--- src/rtl/riscv_core_bp_pkg.sv ---
// Shared types for the branch predictor: counter encoding, BTB entry layout
// and the saturating counter update.
package riscv_core_bp_pkg;

  // Widest supported address; narrower cores zero-extend into these fields.
  localparam int BP_XLEN = 64;

  localparam logic [1:0] CTR_SNT = 2'b00;
  localparam logic [1:0] CTR_WNT = 2'b01;
  localparam logic [1:0] CTR_WT  = 2'b10;
  localparam logic [1:0] CTR_ST  = 2'b11;

  typedef struct packed {
    logic               valid;
    logic [BP_XLEN-1:0] tag;
    logic [BP_XLEN-1:0] target;
    logic [1:0]         ctr;
  } btb_entry_t;

  localparam btb_entry_t BTB_ENTRY_RESET = '{
    valid:  1'b0,
    tag:    '0,
    target: '0,
    ctr:    CTR_WNT
  };

  function automatic logic [1:0] ctr_update(input logic [1:0] ctr, input logic taken);
    logic [1:0] result;
    result = ctr;
    if (taken && ctr != CTR_ST) begin
      result = ctr + 2'd1;
    end else if (!taken && ctr != CTR_SNT) begin
      result = ctr - 2'd1;
    end
    return result;
  endfunction

endpackage

--- src/rtl/riscv_core_bp_btb_table.sv ---
// Direct-mapped BTB storage: two combinational read ports (fetch, execute)
// and one synchronous write or invalidate per cycle.
module riscv_core_bp_btb_table
  import riscv_core_bp_pkg::*;
#(
  parameter  int ENTRIES    = 16,
  localparam int INDEX_BITS = $clog2(ENTRIES)
) (
  input  logic                  clk_i,
  input  logic                  srst_i,
  input  logic [INDEX_BITS-1:0] fetch_idx_i,
  output btb_entry_t            fetch_entry_o,
  input  logic [INDEX_BITS-1:0] ex_idx_i,
  output btb_entry_t            ex_entry_o,
  input  logic                  wr_en_i,
  input  logic                  inv_en_i,
  input  logic [INDEX_BITS-1:0] wr_idx_i,
  input  btb_entry_t            wr_entry_i
);

  btb_entry_t entry_q [ENTRIES];

  // Reads see only registered state, so a same-cycle write is not bypassed.
  assign fetch_entry_o = entry_q[fetch_idx_i];
  assign ex_entry_o    = entry_q[ex_idx_i];

  always_ff @(posedge clk_i) begin
    if (srst_i) begin
      for (int i = 0; i < ENTRIES; i++) begin
        entry_q[i] <= BTB_ENTRY_RESET;
      end
    end else if (wr_en_i) begin
      entry_q[wr_idx_i] <= wr_entry_i;
    end else if (inv_en_i) begin
      entry_q[wr_idx_i].valid <= 1'b0;
    end
  end

endmodule

--- src/rtl/riscv_core_branch_predictor.sv ---
// Fetch-stage BTB prediction plus execute-stage resolution and training.
module riscv_core_branch_predictor
  import riscv_core_bp_pkg::*;
#(
  parameter  int ADDRLEN    = 64,
  parameter  int ENTRIES    = 16,
  localparam int INDEX_BITS = $clog2(ENTRIES)
) (
  input  logic               i_branch_predictor_clk,
  input  logic               i_branch_predictor_rst,
  input  logic [ADDRLEN-1:0] i_branch_predictor_fetch_pc,
  output logic               o_branch_predictor_valid,
  output logic               o_branch_predictor_isTaken,
  output logic [ADDRLEN-1:0] o_branch_predictor_predictedAddr,
  input  logic               i_branch_predictor_ex_valid,
  input  logic [ADDRLEN-1:0] i_branch_predictor_ex_pc,
  input  logic               i_branch_predictor_ex_is_branch,
  input  logic               i_branch_predictor_ex_is_compressed,
  input  logic               i_branch_predictor_ex_taken,
  input  logic [ADDRLEN-1:0] i_branch_predictor_ex_target,
  input  logic               i_branch_predictor_ex_pred_taken,
  input  logic [ADDRLEN-1:0] i_branch_predictor_ex_pred_addr,
  output logic               o_branch_predictor_misprediction,
  output logic [ADDRLEN-1:0] o_branch_predictor_recoveredAddr
);

  logic                  rst;
  logic [INDEX_BITS-1:0] fetch_idx, ex_idx;
  logic [BP_XLEN-1:0]    fetch_tag, ex_tag;
  btb_entry_t            fetch_entry, ex_entry, wr_entry;
  logic                  fetch_hit, ex_hit;
  logic                  wr_en, inv_en;
  logic [ADDRLEN-1:0]    ex_seq;
  logic                  unused_pc_lsb;

  assign rst = i_branch_predictor_rst;

  // Bit 0 of a PC is always zero, so index starts at bit 1.
  assign fetch_idx = i_branch_predictor_fetch_pc[INDEX_BITS:1];
  assign ex_idx    = i_branch_predictor_ex_pc[INDEX_BITS:1];
  assign fetch_tag = BP_XLEN'(i_branch_predictor_fetch_pc[ADDRLEN-1:INDEX_BITS+1]);
  assign ex_tag    = BP_XLEN'(i_branch_predictor_ex_pc[ADDRLEN-1:INDEX_BITS+1]);
  assign unused_pc_lsb = i_branch_predictor_fetch_pc[0] ^ i_branch_predictor_ex_pc[0];

  riscv_core_bp_btb_table #(
    .ENTRIES (ENTRIES)
  ) u_btb_table (
    .clk_i         (i_branch_predictor_clk),
    .srst_i        (rst),
    .fetch_idx_i   (fetch_idx),
    .fetch_entry_o (fetch_entry),
    .ex_idx_i      (ex_idx),
    .ex_entry_o    (ex_entry),
    .wr_en_i       (wr_en),
    .inv_en_i      (inv_en),
    .wr_idx_i      (ex_idx),
    .wr_entry_i    (wr_entry)
  );

  assign fetch_hit = fetch_entry.valid && (fetch_entry.tag == fetch_tag);
  assign ex_hit    = ex_entry.valid && (ex_entry.tag == ex_tag);

  assign o_branch_predictor_valid         = fetch_hit && !rst;
  assign o_branch_predictor_isTaken       = o_branch_predictor_valid && fetch_entry.ctr[1];
  assign o_branch_predictor_predictedAddr = o_branch_predictor_valid ?
                                            ADDRLEN'(fetch_entry.target) : '0;

  assign ex_seq = i_branch_predictor_ex_pc +
                  (i_branch_predictor_ex_is_compressed ? ADDRLEN'(2) : ADDRLEN'(4));

  always_comb begin
    o_branch_predictor_misprediction = 1'b0;
    o_branch_predictor_recoveredAddr = '0;
    if (!rst && i_branch_predictor_ex_valid) begin
      if (i_branch_predictor_ex_is_branch) begin
        if (i_branch_predictor_ex_taken != i_branch_predictor_ex_pred_taken) begin
          o_branch_predictor_misprediction = 1'b1;
          o_branch_predictor_recoveredAddr = i_branch_predictor_ex_taken ?
                                             i_branch_predictor_ex_target : ex_seq;
        end else if (i_branch_predictor_ex_taken &&
                     i_branch_predictor_ex_target != i_branch_predictor_ex_pred_addr) begin
          o_branch_predictor_misprediction = 1'b1;
          o_branch_predictor_recoveredAddr = i_branch_predictor_ex_target;
        end
      end else if (i_branch_predictor_ex_pred_taken) begin
        // Fetch aliased a non-branch onto a BTB entry; resume sequentially.
        o_branch_predictor_misprediction = 1'b1;
        o_branch_predictor_recoveredAddr = ex_seq;
      end
    end
  end

  always_comb begin
    wr_en    = 1'b0;
    inv_en   = 1'b0;
    wr_entry = ex_entry;
    if (i_branch_predictor_ex_valid) begin
      if (i_branch_predictor_ex_is_branch) begin
        if (ex_hit) begin
          wr_en        = 1'b1;
          wr_entry.ctr = ctr_update(ex_entry.ctr, i_branch_predictor_ex_taken);
          if (i_branch_predictor_ex_taken) begin
            wr_entry.target = BP_XLEN'(i_branch_predictor_ex_target);
          end
        end else if (i_branch_predictor_ex_taken) begin
          wr_en           = 1'b1;
          wr_entry.valid  = 1'b1;
          wr_entry.tag    = ex_tag;
          wr_entry.target = BP_XLEN'(i_branch_predictor_ex_target);
          wr_entry.ctr    = CTR_WT;
        end
      end else if (ex_hit) begin
        inv_en = 1'b1;
      end
    end
  end

endmodule

--- config.mk ---
export PLATFORM = sky130hd
export DESIGN_NAME = riscv_core_branch_predictor
export DESIGN_NICKNAME = d
export VERILOG_FILES = /design/src/rtl/riscv_core_bp_pkg.sv /design/src/rtl/riscv_core_bp_btb_table.sv /design/src/rtl/riscv_core_branch_predictor.sv
export SDC_FILE = /design/constraint.sdc
export NUM_CORES = 2
export LEC_CHECK = 0
export BUFFER_PORTS_ARGS = -buffer_cell sky130_fd_sc_hd__buf_2
export CAP_MARGIN = 15
export CORE_ASPECT_RATIO = 0.9
export CORE_MARGIN = 2
export CORE_UTILIZATION = 59
export CTS_BUF_LIST = sky130_fd_sc_hd__clkbuf_4 sky130_fd_sc_hd__clkbuf_8
export DETAILED_ROUTE_END_ITERATION = 8
export PLACE_DENSITY = 0.77
export RECOVER_POWER = 100
export SLEW_MARGIN = 20
export SYNTH_ARGS = -nofsm -noshare
export SYNTH_HDL_FRONTEND = slang
export SYNTH_HIERARCHICAL = 1
export SYNTH_SLANG_ARGS = --single-unit
--- constraint.sdc ---
create_clock -name i_branch_predictor_clk -period 7.55 [get_ports i_branch_predictor_clk]
set_input_delay 1.1325 -clock i_branch_predictor_clk [delete_from_list [all_inputs] [get_ports i_branch_predictor_clk]]
set_output_delay 1.1325 -clock i_branch_predictor_clk [all_outputs]
set_load 0.01 [all_outputs]
After elaboration in Yosys (flattened, before gate mapping)
Memories as Yosys holds them, arrays and structs flattened.
Index checks and enable logic that the tools add are counted.
{"block": "totals", "output_inout_bits": 131, "ff_bits": 0, "elab_cells": 63, "mem_bits_rw": 2096, "input_bits": 263, "mem_count": 1}
{"memory": "u_btb_table.entry_q", "depth": 16, "word_bits": 131, "read_ports": 2, "rd_ports_with_merged_regs": 0, "write_ports": 16, "line": "riscv_core_bp_btb_table.sv:21", "source": "btb_entry_t entry_q [ENTRIES];"}
{"block": "op_classes", "n_eq_ne": 5, "n_reduce_logical": 12, "addsub": 3, "bitwise": 1, "muxes": 41}
{"operator": "131-bit two-way mux", "n": 4}
{"operator": "64-bit two-way mux", "n": 8}
{"operator": "131-bit OR reduction", "n": 1}
{"operator": "64-bit by 59-bit == test with 1-bit output", "n": 2}
{"operator": "66-bit two-way mux", "n": 1}
{"operator": "65-bit two-way mux", "n": 1}
{"operator": "64-bit by 3-bit adder with 64-bit output", "n": 1}
{"operator": "64-bit inequality test", "n": 1}
{"operator": "1-bit two-way mux", "n": 22}
{"operator": "1-bit logical AND", "n": 8}
{"operator": "2-bit two-way mux", "n": 3}
{"operator": "4-bit two-way mux", "n": 1}
{"operator": "3-bit two-way mux", "n": 1}
{"operator": "2-bit by 1-bit adder with 2-bit output (second input constant)", "n": 1}
{"operator": "1-bit logical NOT", "n": 2}
{"operator": "2-bit inequality test (second input constant)", "n": 1}
{"operator": "2-bit nonzero test", "n": 1}
{"operator": "2-bit by 1-bit subtractor with 2-bit output (second input constant)", "n": 1}
{"operator": "1-bit inequality test", "n": 1}
{"operator": "1-bit bitwise OR", "n": 1}

Longest topological paths before layout
An unclocked memory read counts as a cell.
{"block": "logic_depth", "word_depth": 13, "ltp_mapped": 21, "ltp_nobuf": 14}

Cells and area by module
The synthesis kept the hierarchy.
{"module": "riscv_core_bp_btb_table", "seq_area_each_um2": 62940.4, "area_each_um2": 109598.9, "n_inst": 1, "cells_per_inst": 6515}
{"module": "riscv_core_branch_predictor", "seq_area_each_um2": 0.0, "area_each_um2": 6776.5, "n_inst": 1, "cells_per_inst": 1052}

Least setup slack after synthesis
No wires, ideal clock.
{"block": "synth_timing", "kind": "input port to flip-flop", "startpoint": "in i_branch_predictor_ex_pc[2]", "endpoint": "mem u_btb_table/entry_q[11][0] in the netlist's numbering (enable)", "arrival_ps": 6730, "path_stages": 16, "required_ps": 7116, "setup_time_ps": 434, "path_slack_ps": 386, "n_path_buf": 4, "cell_sequence": "buf_2 clkbuf_1 clkbuf_1 mux4_2 mux4_2 nor4_1 o221ai_1 a2111oi_0 nand4_1 or2_2 o21ai_0 nor2b_1 nand3_1 nor2_1 clkbuf_1 or2_2"}
{"element": "start, declared", "line": "riscv_core_branch_predictor.sv:16", "source": "input logic [ADDRLEN-1:0] i_branch_predictor_ex_pc,"}
{"element": "end, declared", "line": "riscv_core_bp_btb_table.sv:21"}

Final worst setup path
{"block": "layout_timing", "startpoint": "in i_branch_predictor_ex_pc[4]", "endpoint": "out o_branch_predictor_recoveredAddr[40]"}
{"block": "layout_between", "elab_chain_cells": 5, "word_cells_on_any_way": 6, "classes_between": "add/sub (1); mux (5)"}
{"element": "64-bit by 3-bit adder with 64-bit output *", "line": "riscv_core_branch_predictor.sv:68", "source": "assign ex_seq = i_branch_predictor_ex_pc +"}
{"element": "64-bit two-way mux", "line": "riscv_core_branch_predictor.sv:78", "source": "o_branch_predictor_recoveredAddr = i_branch_predictor_ex_taken ?"}
{"element": "64-bit two-way mux", "line": "riscv_core_branch_predictor.sv:76", "source": "if (i_branch_predictor_ex_taken != i_branch_predictor_ex_pred_taken) begin"}
{"element": "64-bit two-way mux *", "line": "riscv_core_branch_predictor.sv:75", "source": "if (i_branch_predictor_ex_is_branch) begin"}
{"element": "64-bit two-way mux *", "line": "riscv_core_branch_predictor.sv:74", "source": "if (!rst && i_branch_predictor_ex_valid) begin"}
{"element": "end, declared", "line": "riscv_core_branch_predictor.sv:24", "source": "output logic [ADDRLEN-1:0] o_branch_predictor_recoveredAddr"}
Every way passes the cells marked *; elsewhere a longest branch is shown, timed or not.

==> results.sh <==
export IMPL_status="finished with violations"
export IMPL_violations="capacitance limit, slew limit"
export IMPL_drt_total_wl_um=412000
export IMPL_cp_required_ns=6.42
export IMPL_cts_max_path_buffers=4
export IMPL_syn_area_per_cell_um2=15.4
export IMPL_avgRoutedWirePerCell_um=38.3
export IMPL_worstPathCellList="buf_2 -> clkbuf_2 -> buf_4 -> nand4_1 -> or3b_4 -> or3_1 -> nor3_1 -> xnor2_1 -> a2111oi_2 -> clkbuf_1 -> buf_2"
export IMPL_min_path_type="in -> reg"
export IMPL_postRouteAntennaNets=0
export IMPL_synthesis_area_um2=116000
export IMPL_fmax_ghz=0.136
export IMPL_slowest_delay_ns=0.94
export IMPL_gp_congestion=0.974
export IMPL_grt_pass1_wl_um=577000
export IMPL_timing_final_max_slew_violations=61
export IMPL_critPathCaptureType="output port"
export IMPL_grt_remaining_overflow=0
export IMPL_rsz0062_at_grt="no"
export IMPL_ioPinCount=394
export IMPL_startpoint_type="input port"
export IMPL_crit_family="buffers and inverters"
export IMPL_cp_arrival_ns=6.20
export IMPL_clkTransAtPathRegs_ns=0.06
export IMPL_maxCapViolations=2
export IMPL_tightest_slew_ns=2.92
export IMPL_core_rowCount=154
export IMPL_viasPerCell=7.21
export IMPL_drtIter0Drc=13100
export IMPL_skew_ns=0.0839
export IMPL_start_util_pct=59.4
export IMPL_maxSlewHeadroom_pct=-94.4
export IMPL_drive_above_1_share_pct=30.7
export IMPL_synthToLayoutAreaGrowth_pct=10.7
export IMPL_cts_root_buffer="clkbuf_8"
export IMPL_drc=0
export IMPL_setup_viol=0
export IMPL_grtUsageTotal_pct=41.4
export IMPL_antenna_found_initial=52
export IMPL_postCtsResizedCells=0
export IMPL_die_w_um=472
export IMPL_ff2ff_path_depth=15
export IMPL_dieArea_um2=201000
export IMPL_grt_pass1_vias=77600
export IMPL_leakage_nw=45.7
export IMPL_core_um2=196000
export IMPL_h_tree_depth=5
export IMPL_cts_setup_buffers=0
export IMPL_cp_num_buf_inv=5
export IMPL_ir_drop_uv=205
export IMPL_top_register="u_btb_table/entry_q"
export IMPL_whs_path_depth=3
export IMPL_syn_nets=7830
export IMPL_min_period_ns=7.33
export IMPL_fin_nets=8167
export IMPL_cts_buffers=354
export IMPL_crit_top_cell="buf_2"
export IMPL_pwr_density_cell_nw_per_um2=209
export IMPL_via_count=77600
export IMPL_crit_slowest_cell="clkbuf_2"
export IMPL_die_y_um=425
export IMPL_grt_max_degree=147
export IMPL_path_depth=11
export IMPL_hold_violations=0
export IMPL_numPortBuffers=392
export IMPL_largest_register_ff_count=2096
export IMPL_first_pass_iters=6
export IMPL_ys_warn_count=6
export IMPL_top_regs="u_btb_table/entry_q (2096)"
export IMPL_cts_sinks=2096
export IMPL_min_period_over_period_pct=97.1
export IMPL_clkLatencyLatePin_ns=1.11
export IMPL_setup_tns_ns=0
export IMPL_critical_path_class="in -> out"
export IMPL_total_power_mw=26.9
export IMPL_crit_path_max_fanout=24
export IMPL_cts_tree="done"
export IMPL_dp_hpwl_um=247000
export IMPL_netlist_instances=7562
export IMPL_hold_buffers=0
## area by class of cell
cell class	instances	area (µm²)
multi-input combinational	4686	49900
inverter	34	143
clock buffer	469	5780
fill	13500	67100
timing repair buffer	727	5860
antenna	31	77.6
sequential	2096	62900
tap	2574	3220
clock inverter	141	778
## stage by stage
| step | instances | setup WS [ns] | cell area [µm²] | hold WS [ns] | utilization [%] |
|---|---|---|---|---|---|
| after floorplan | 7562 | 0.386 | 116000 | 1.07 | - |
| after global placement | 10100 | 0.288 | 123000 | 1.32 | 62.6 |
| after detailed placement | 10100 | 0.221 | 123000 | 1.35 | 62.6 |
| after CTS | 10700 | 0.666 | 129000 | 0.747 | 65.9 |
| after global routing | 10700 | 0.243 | 129000 | 0.838 | 65.7 |
| final | 10800 | 0.218 | 129000 | 0.846 | 65.7 |
## cells in the final DEF (no fill, tap or decap), types with 90 or more instances in the layout
cell type,count
and2_0,615
and2_1,1523
buf_12,120
buf_2,318
buf_4,144
clkbuf_1,92
clkbuf_4,121
clkbuf_8,361
clkinv_1,92
edfxtp_1,2096
mux2i_1,104
mux4_2,1207
nand2_1,304
xnor2_1,115
xor2_1,90
## worst reg2reg max path, delay by kind of cell, from the launching register on
| kind | cells | cell delay, ns |
|---|---|---|
| xor+xnor | 1 | 0.21 |
| buf+inv | 3 | 1.19 |
| compound gates | 1 | 0.22 |
| flops | 1 | 0.39 |
| simple gates | 8 | 2.92 |
| mux | 2 | 0.98 |
## metal layers
layer  global-route usage [%]  routed length, µm
met5                   0.0948                161
met4                     27.7              33100
met3                     16.5              68800
met2                     59.2             179000
met1                     52.6             131000
## path summary, 6_finish.rpt
kind                                                 start                                         to  slack [ns]
setup / recovery               i_branch_predictor_ex_pc[4]       o_branch_predictor_recoveredAddr[40]        0.22
hold / removal                i_branch_predictor_ex_pc[56]  u_btb_table/entry_q[0][117]$_SDFFCE_PN0P_        0.85
hold reg to reg   u_btb_table/entry_q[11][6]$_SDFFCE_PN0P_    u_btb_table/entry_q[0][6]$_SDFFCE_PN0P_        1.35
setup reg to reg  u_btb_table/entry_q[4][93]$_SDFFCE_PN0P_  u_btb_table/entry_q[12][50]$_SDFFCE_PN0P_        1.47
## power by group
part           internal (mW)  switching [mW]
registers               13.2           0.200
clock network           5.19            4.69
logic                   1.39            2.23
(Power assumes the default switching activity.)
